<file path="src/rtl/fetch_unit.sv">
// Instruction fetch unit: issues word fetches to IMEM, buffers responses in a small
// in-order queue, and hands them to decode; redirects flush the queue and restart fetch.
module fetch_unit #(
    parameter logic [31:0] RESET_PC = 32'h0000_0000,
    parameter int unsigned QDEPTH   = 4
) (
    input  logic        CLK,
    input  logic        RST,
    output logic        imem_req,
    output logic [31:0] imem_addr,
    input  logic [31:0] imem_rdata,
    input  logic        redirect_valid,
    input  logic [31:0] redirect_pc,
    output logic        id_valid,
    output logic [31:0] id_instr,
    output logic [31:0] id_pc,
    input  logic        id_ready
);

    localparam int unsigned PtrW = $clog2(QDEPTH);
    localparam int unsigned CntW = PtrW + 1;
    localparam logic [CntW:0] DepthOcc = (CntW + 1)'(QDEPTH);

    logic [31:0]     pc_q, pc_d;
    logic [31:0]     issue_pc_q, issue_pc_d;
    logic            inflight_q, inflight_d;
    logic [PtrW-1:0] wr_ptr_q, wr_ptr_d;
    logic [PtrW-1:0] rd_ptr_q, rd_ptr_d;
    logic [CntW-1:0] count_q, count_d;

    logic [31:0] instr_mem [QDEPTH];
    logic [31:0] pc_mem    [QDEPTH];

    logic [CntW:0] occupancy;
    logic          push;
    logic          pop;

    // Target is forced word aligned, so the low bits never matter.
    logic unused_redirect_lsb;
    assign unused_redirect_lsb = ^redirect_pc[1:0];

    always_comb begin
        occupancy = {1'b0, count_q} + {{CntW{1'b0}}, inflight_q};
        imem_req  = !RST && !redirect_valid && (occupancy < DepthOcc);
        imem_addr = pc_q;
        id_valid  = !RST && (count_q != '0);
        id_instr  = id_valid ? instr_mem[rd_ptr_q] : 32'h0;
        id_pc     = id_valid ? pc_mem[rd_ptr_q] : 32'h0;
        // A redirect kills both the arriving response and any pop.
        push      = !RST && inflight_q && !redirect_valid;
        pop       = id_valid && id_ready && !redirect_valid;
    end

    always_comb begin
        pc_d       = pc_q;
        issue_pc_d = issue_pc_q;
        inflight_d = imem_req;
        wr_ptr_d   = wr_ptr_q;
        rd_ptr_d   = rd_ptr_q;
        count_d    = count_q;

        if (imem_req) begin
            pc_d       = pc_q + 32'd4;
            issue_pc_d = pc_q;
        end

        if (redirect_valid) begin
            pc_d     = {redirect_pc[31:2], 2'b00};
            wr_ptr_d = '0;
            rd_ptr_d = '0;
            count_d  = '0;
        end else begin
            if (push) begin
                wr_ptr_d = wr_ptr_q + PtrW'(1);
            end
            if (pop) begin
                rd_ptr_d = rd_ptr_q + PtrW'(1);
            end
            if (push && !pop) begin
                count_d = count_q + CntW'(1);
            end else if (pop && !push) begin
                count_d = count_q - CntW'(1);
            end
        end
    end

    always_ff @(posedge CLK) begin
        if (RST) begin
            pc_q       <= {RESET_PC[31:2], 2'b00};
            issue_pc_q <= 32'h0;
            inflight_q <= 1'b0;
            wr_ptr_q   <= '0;
            rd_ptr_q   <= '0;
            count_q    <= '0;
        end else begin
            pc_q       <= pc_d;
            issue_pc_q <= issue_pc_d;
            inflight_q <= inflight_d;
            wr_ptr_q   <= wr_ptr_d;
            rd_ptr_q   <= rd_ptr_d;
            count_q    <= count_d;
        end
    end

    always_ff @(posedge CLK) begin
        if (push) begin
            instr_mem[wr_ptr_q] <= imem_rdata;
            pc_mem[wr_ptr_q]    <= issue_pc_q;
        end
    end

endmodule

</file>
<file path="config.mk">
export PLATFORM = sky130hd
export DESIGN_NAME = fetch_unit
export DESIGN_NICKNAME = d
export VERILOG_FILES = /design/src/rtl/fetch_unit.sv
export SDC_FILE = /design/constraint.sdc
export NUM_CORES = 1
export LEC_CHECK = 0
export BUFFER_PORTS_ARGS = -buffer_cell sky130_fd_sc_hd__buf_2
export CELL_PAD_IN_SITES_DETAIL_PLACEMENT = 1
export CELL_PAD_IN_SITES_GLOBAL_PLACEMENT = 2
export CORE_MARGIN = 3
export CORE_UTILIZATION = 41
export DETAILED_ROUTE_END_ITERATION = 8
export PLACE_DENSITY = 0.9
export SLEW_MARGIN = 20
export SYNTH_ARGS = -nofsm -noshare
export SYNTH_HDL_FRONTEND = slang
export SYNTH_SLANG_ARGS = --single-unit
</file>
<file path="constraint.sdc">
create_clock -name CLK -period 2.9 [get_ports CLK]
set_input_delay 0.29 -clock CLK [delete_from_list [all_inputs] [get_ports CLK]]
set_output_delay 0.29 -clock CLK [all_outputs]
set_load 0.05 [all_outputs]
</file>
==> metrics.txt, run 1 <==
most numerous cell in the Yosys netlist edfxtp_1; post-synthesis register bit count ~320; CTS Sinks 318; synth unique cells 53; buffer depth of the longest clock path 3; ratio of cells with drive above 1 in the final layout 0.302; GPL Wtd Cong 0.777; CTS root buffer clkbuf_16; Max stage delay on crit path 0.44 ns; IO Port Bufs 159; Ys Warns 0; RSZ-0062 raised after global routing false; Avg Cell Area, Syn 15.6 µm²; H-tree depth 2; Least-Margin Pin Slew 0.720 ns; Num CTS Buffers 35; 1st-iter DRT viols 495; Lkg Pwr 5.58 nW; max-slew violation count 0; total die area 33,200 µm²; Post-Syn Area 12,700 µm²; max cap viols 0; fmax around 370 MHz; vias in the first global route 7,931; global-route wire length before repair 45,800 µm; post-synthesis sequential area ratio 0.694; largest net degree at the start of global routing 60; PD cells 627 nW/µm²; Final min period about 2.7 ns; async set-reset flop share out of synthesis 0; Hold/Removal Path Class primary input to register; Routed wire per std cell 20.7 µm; fin crit share 0.927; number of buffers and inverters on the critical path 2; Hold Vio Cnt, Final 0; Tot GR Track Use 0.176; Post-synth top cells 248 x edfxtp_1, 79 x nand2_1, 70 x dfxtp_1, 66 x and2_1, 62 x mux4_2; detailed placer's ending HPWL 19,200 µm; Clock Pin Slew Worst Setup and Hold Paths 0.06 ns; Pre-antenna DRT Iters 5; crit-path cells and3_1 > or3_2 > inv_2 > buf_2; vias 7,620; core area about 30,000 µm²; Crit path arrival time 2.40 ns; fillers 2,947; aggregate global routing overflow 0; drt via density 5.34; crit-path max FO 29; Post-synth top flop edfxtp_1; setup repair bufs after CTS 0; Startpoint Class register; ranking of synthesized cells by area edfxtp_1 58%, dfxtp_1 11%, mux4_2 11%; Cells after Synth slightly above 800; Total Nets Final 1,085; worst skew pair latency 0.50 ns; initial antenna violation count 0; CTS tree done; setup violators final 0; antenna cells 0; cell taking the most area after synthesis edfxtp_1; Clock Skews 0.0103 ns; EDFF count, synth roughly 250; CP required 2.61 ns; Crit-path slowest cell or3_2; row count 63; # IOs 166; CP Capture Type primary output; Routed WL 29,500 µm; setup TNS 0 ns; power consumption 9.65 mW; VDD IR max 362 µV; Yosys top cell area share 0.584; die width about 180 µm; worst setup path class register to primary output; Top delay family on crit path buffers and inverters; synth-to-layout area growth 20.7%; die height 182 µm; Starting Density 0.423; antenna viol nets, final 0; Post-Route Utilization 0.511; status complete, no violations; drc violations 0; slew margin rel. 0.518
## area by class of cell
| type | instances | area, µm² | share of cell area |
|---|---|---|---|
| flip-flops and latches | 318 | 8860 | 0.576 |
| multi-input cells | 439 | 3640 | 0.236 |
| repair buffers | 209 | 1290 | 0.0839 |
| clock buffers | 45 | 945 | 0.0614 |
| well taps | 390 | 488 | 0.0317 |
| clock inverters | 19 | 144 | 0.00935 |
| inverters | 7 | 26.3 | 0.00171 |
## flip-flops by register name, indices dropped and copies added (netlist names), named ones only
register and count:
instr_mem 128, pc_mem 120, inflight_q 1, imem_addr 30, count_q 3, rd_ptr_q 2
wr_ptr_q 2, issue_pc_q 30
## layout by cell type (no fill, tap or decap), drive strengths merged, types with 3 or more instances in the layout
master         n
edfxtp       248
buf          186
nand2         79
dfxtp         70
and2          66
mux4          62
a21oi         55
clkbuf        45
dlygate4sd3   23
nor2          20
nand4         14
clkinv        14
and3          13
nand3         11
o21ai         10
xor2           9
nor2b          9
a31oi          8
a22oi          8
inv            8
nand2b         6
ha             6
nor4           6
o22ai          5
or3            5
mux2           5
and4           4
conb           4
a32oi          3
mux2i          3
nor3           3
clkinvlp       3
## worst register-to-register path: cells and delay by family (launching register included)
kind / cells / cell delay (ns)
compound gates: 1 / 0.14
simple gates: 3 / 1.08
flops: 1 / 0.40
mux: 1 / 0.37
buf+inv: 1 / 0.35
## where the power goes
part / switching [mW] / internal [mW] / leakage, nW
Clock: 1.73 / 2.41 / 0.519
Combinational: 0.323 / 0.157 / 2.05
Sequential: 0.0746 / 4.95 / 3.01
Total: 2.13 / 7.51 / 5.58
## final timing paths
| kind | startpoint | endpoint | slack (ns) | cells past startpoint |
|---|---|---|---|---|
| max | inflight_q | imem_req | 0.21 | 4 |
| min | imem_rdata[8] | instr_mem[2][8] | 0.02 | 1 |
| max reg2reg | inflight_q | imem_addr[16] | 0.51 | 6 |
| min reg2reg | issue_pc_q[16] | pc_mem[1][16] | 0.50 | 0 |
## kinds of logic after synthesis
group | after synthesis | share of synthesized area
buf+inv | 65 | 0.0239
fa+ha+maj | 7 | 0.00746
simple gates | 245 | 0.102
mux | 70 | 0.116
other cells | 1 | 0.000294
xor+xnor | 10 | 0.00687
compound gates | 103 | 0.0484
flops | 318 | 0.694
## layer usage
layer / up-vias / wire length (µm) / GRT usage
met3: 32 / 1530 / 0.0325
met2: 213 / 13900 / 0.285
met5: - / 0 / 0
met1: 3854 / 13700 / 0.252
li1: 3521 / - / -
met4: 0 / 361 / 0.0350
## metrics by stage
stage,instances,hold slack (ns),instance area (µm²),worst slack [ns]
after floorplan,822,0.389,12800,0.273
after global placement,1340,0.475,14100,0.334
after detailed placement,1340,0.506,14100,0.311
after CTS,1427,0.00172,15400,0.151
after global routing,1427,0.00248,15400,0.0183
final,1427,0.0169,15400,0.213
## what timing repair did
action	in CTS	in global routing
endpoints found under the hold margin	92	0
resized for setup	0	0
hold buffers	23	0
Note: power is estimated with default switching activity, not from simulation.
==> run 2, diff against run 1 <==
--- a/config.mk
+++ b/config.mk
@@ -6,10 +6,9 @@
 export NUM_CORES = 1
 export LEC_CHECK = 0
 export BUFFER_PORTS_ARGS = -buffer_cell sky130_fd_sc_hd__buf_2
-export CELL_PAD_IN_SITES_DETAIL_PLACEMENT = 1
-export CELL_PAD_IN_SITES_GLOBAL_PLACEMENT = 2
+export CAP_MARGIN = 30
 export CORE_MARGIN = 3
-export CORE_UTILIZATION = 41
+export CORE_UTILIZATION = 57
 export DETAILED_ROUTE_END_ITERATION = 8
 export PLACE_DENSITY = 0.9
 export SLEW_MARGIN = 20
==> run 2 against run 1 <==
Against the previous run: clock skew increased by 0.00082 ns; via count about the same; final cell count decreased by 9.0%; sequential power about the same; clock-buffer cell count increased by 1; global-route usage increased by 3.6 points; register-to-register slack improved by 0.14 ns; clock power increased by 2%; sequential share of layout area increased by 0.86 points; die area decreased by 27%.
==> metrics.txt, run 2 (synthesized netlist as in run 1, its figures left out) <==
status complete, no violations; aggregate global routing overflow 0 (unchanged); Largest register FFs 128 (unchanged); CTS Sinks 318 (unchanged); ratio of cells with drive above 1 in the final layout 0.305 (+0.00337); Least-Margin Pin Slew 0.627 ns (-0.0932 ns); antenna viol nets, final 0 (unchanged); core area 21,900 µm² (-27%); HP Start imem_rdata[13]; die width 156 µm (-15%); drt via density 5.86 (+9.8%); M2 GR Usage 0.347 (+0.0625); IO Port Bufs 159 (unchanged); detailed placer's ending HPWL 15,900 µm (-18%); initial antenna violation count 1 (+1); Hold/Removal Path Class primary input to register; Seq. cell area 8860 µm² (unchanged); antenna cells 0 (unchanged); Multi-input gate area 3630 µm² (-0.17%); RSZ-0062 raised after global routing false; Final min period 2.70 ns (+0.0152 ns); slew margin rel. 0.579 (+0.0604); largest net degree at the start of global routing 52 (-13%); die height 156 µm (-15%); Routed WL 25,400 µm (-14%); worst setup path class register to primary output; GPL Wtd Cong 0.844 (+8.6%); 1st-iter DRT viols 474 (-4.2%); fmax 370 MHz (-0.56%); Lkg Pwr 5.55 nW (-0.55%); vias in the first global route 7,607 (-4.1%); # IOs 166 (unchanged); CTS root buffer clkbuf_16; fillers 1,467 (-50%); synth-to-layout area growth 19.0%; Startpoint Class register; row count 54 (-14%); Tot GR Track Use 0.212 (+0.0361); CP Capture Type primary output; Crit path arrival time 2.41 ns (about the same); fin crit share 0.932 (+0.00524); Starting Density 0.582 (+0.159); vias 7,617 (-0.039%); GRT busiest layer met2; CP required 2.61 ns (about the same); commonest non-fill, non-tap cells in the layout 248 x edfxtp_1, 159 x buf_2, 79 x nand2_1; PD cells 640 nW/µm² (+2.0%); setup violators final 0 (unchanged); drc violations 0 (unchanged); Pre-antenna DRT Iters 5 (unchanged); setup TNS 0 ns (unchanged); Critical R2R Launch count_q[2]; max-slew violation count 0 (unchanged); Num CTS Buffers 34 (-2.9%); grt met3 use 0.0442 (+0.0117); power consumption 9.70 mW (+0.52%); buffer depth of the longest clock path 3 (unchanged); Total Nets Final 1,068 (-1.6%); Hold Vio Cnt, Final 0 (unchanged); H-tree depth 2 (unchanged); top flop regs instr_mem (128), pc_mem (120); global-route wire length before repair 40,500 µm (-12%); register name with the most flops instr_mem; total die area 24,200 µm² (-27%); Routed wire per std cell 19.6 µm (-5.5%); Clock Skews 0.0111 ns (+0.000818 ns); max cap viols 0 (unchanged); Clock Pin Slew Worst Setup and Hold Paths 0.06 ns (about the same); GR Util met1 0.297 (+0.0457); crit path from inflight_q; VDD IR max 388 µV (+7.0%); CTS tree done; crit-path max FO 21 (-28%); worst skew pair latency 0.49 ns (about the same); most common cell after layout, fill and taps aside edfxtp_1
-- run 2: changes by cell type in the layout (fill, tap and decap cells not counted), moves of 2 or more --
cell           change
clkinv_1           -3
clkinvlp_4         -2
buf_12             +2
dlygate4sd3_1     -12
clkbuf_1           -2
clkbuf_16          +3
clkinv_2           +4
buf_4              -7
-- run 2: critical path, stage by stage, from the launching register on --
cell and delay [ns]:
dfxtp_1 0.39, and3_1 0.25, or3_2 0.47, inv_2 0.20, buf_4 0.28, buf_2 0.31
-- run 2: per-layer routing --
| metal | vias to the layer above | part of all wire |
|---|---|---|
| li1 | 3484 | - |
| met1 | 3766 | 0.42 |
| met2 | 324 | 0.49 |
| met3 | 41 | 0.076 |
| met4 | 2 | 0.017 |
| met5 | - | 0.00051 |
-- run 2: cell type report --
class / count / area share
Clock buffer: 46 / 0.0668
Clock inverter: 16 / 0.00759
Inverter: 7 / 0.00173
Multi-Input combinational cell: 439 / 0.239
Sequential cell: 318 / 0.584
Tap cell: 280 / 0.0231
Timing Repair Buffer: 193 / 0.0772
-- run 2: per-stage QoR --
step | std cells | hold slack [ns] | setup slack, ns | instance area (µm²) | utilization
after floorplan | 822 | 0.389 | 0.273 | 12800 | -
after global placement | 1226 | 0.474 | 0.486 | 13900 | 0.636
after detailed placement | 1226 | 0.500 | 0.488 | 13900 | 0.636
after CTS | 1299 | 0.000248 | 0.116 | 15200 | 0.693
after global routing | 1299 | 0.00476 | 0.0366 | 15200 | 0.693
final | 1299 | 0.0216 | 0.198 | 15200 | 0.693
-- run 2: where the power goes --
group / internal (mW) / leakage [nW] / switching [mW]
combinational: 0.149 / 1.98 / 0.310
clock: 2.55 / 0.555 / 1.67
sequential: 4.95 / 3.01 / 0.0723
total: 7.65 / 5.55 / 2.05
-- run 2: timing repair --
action	CTS	global route
hold endpoints to repair	41	0
gates resized for setup	1	0
hold buffers	11	0
setup endpoints to repair	1	0
setup buffers	0	0
-- run 2: worst paths after layout --
check	endpoint	slack [ns]	depth (start not counted)
setup / recovery	imem_req	0.20	5
hold / removal	instr_mem[2][13]	0.02	1
setup reg to reg	count_q[2]	0.65	8
hold reg to reg	issue_pc_q[25]	0.51	2
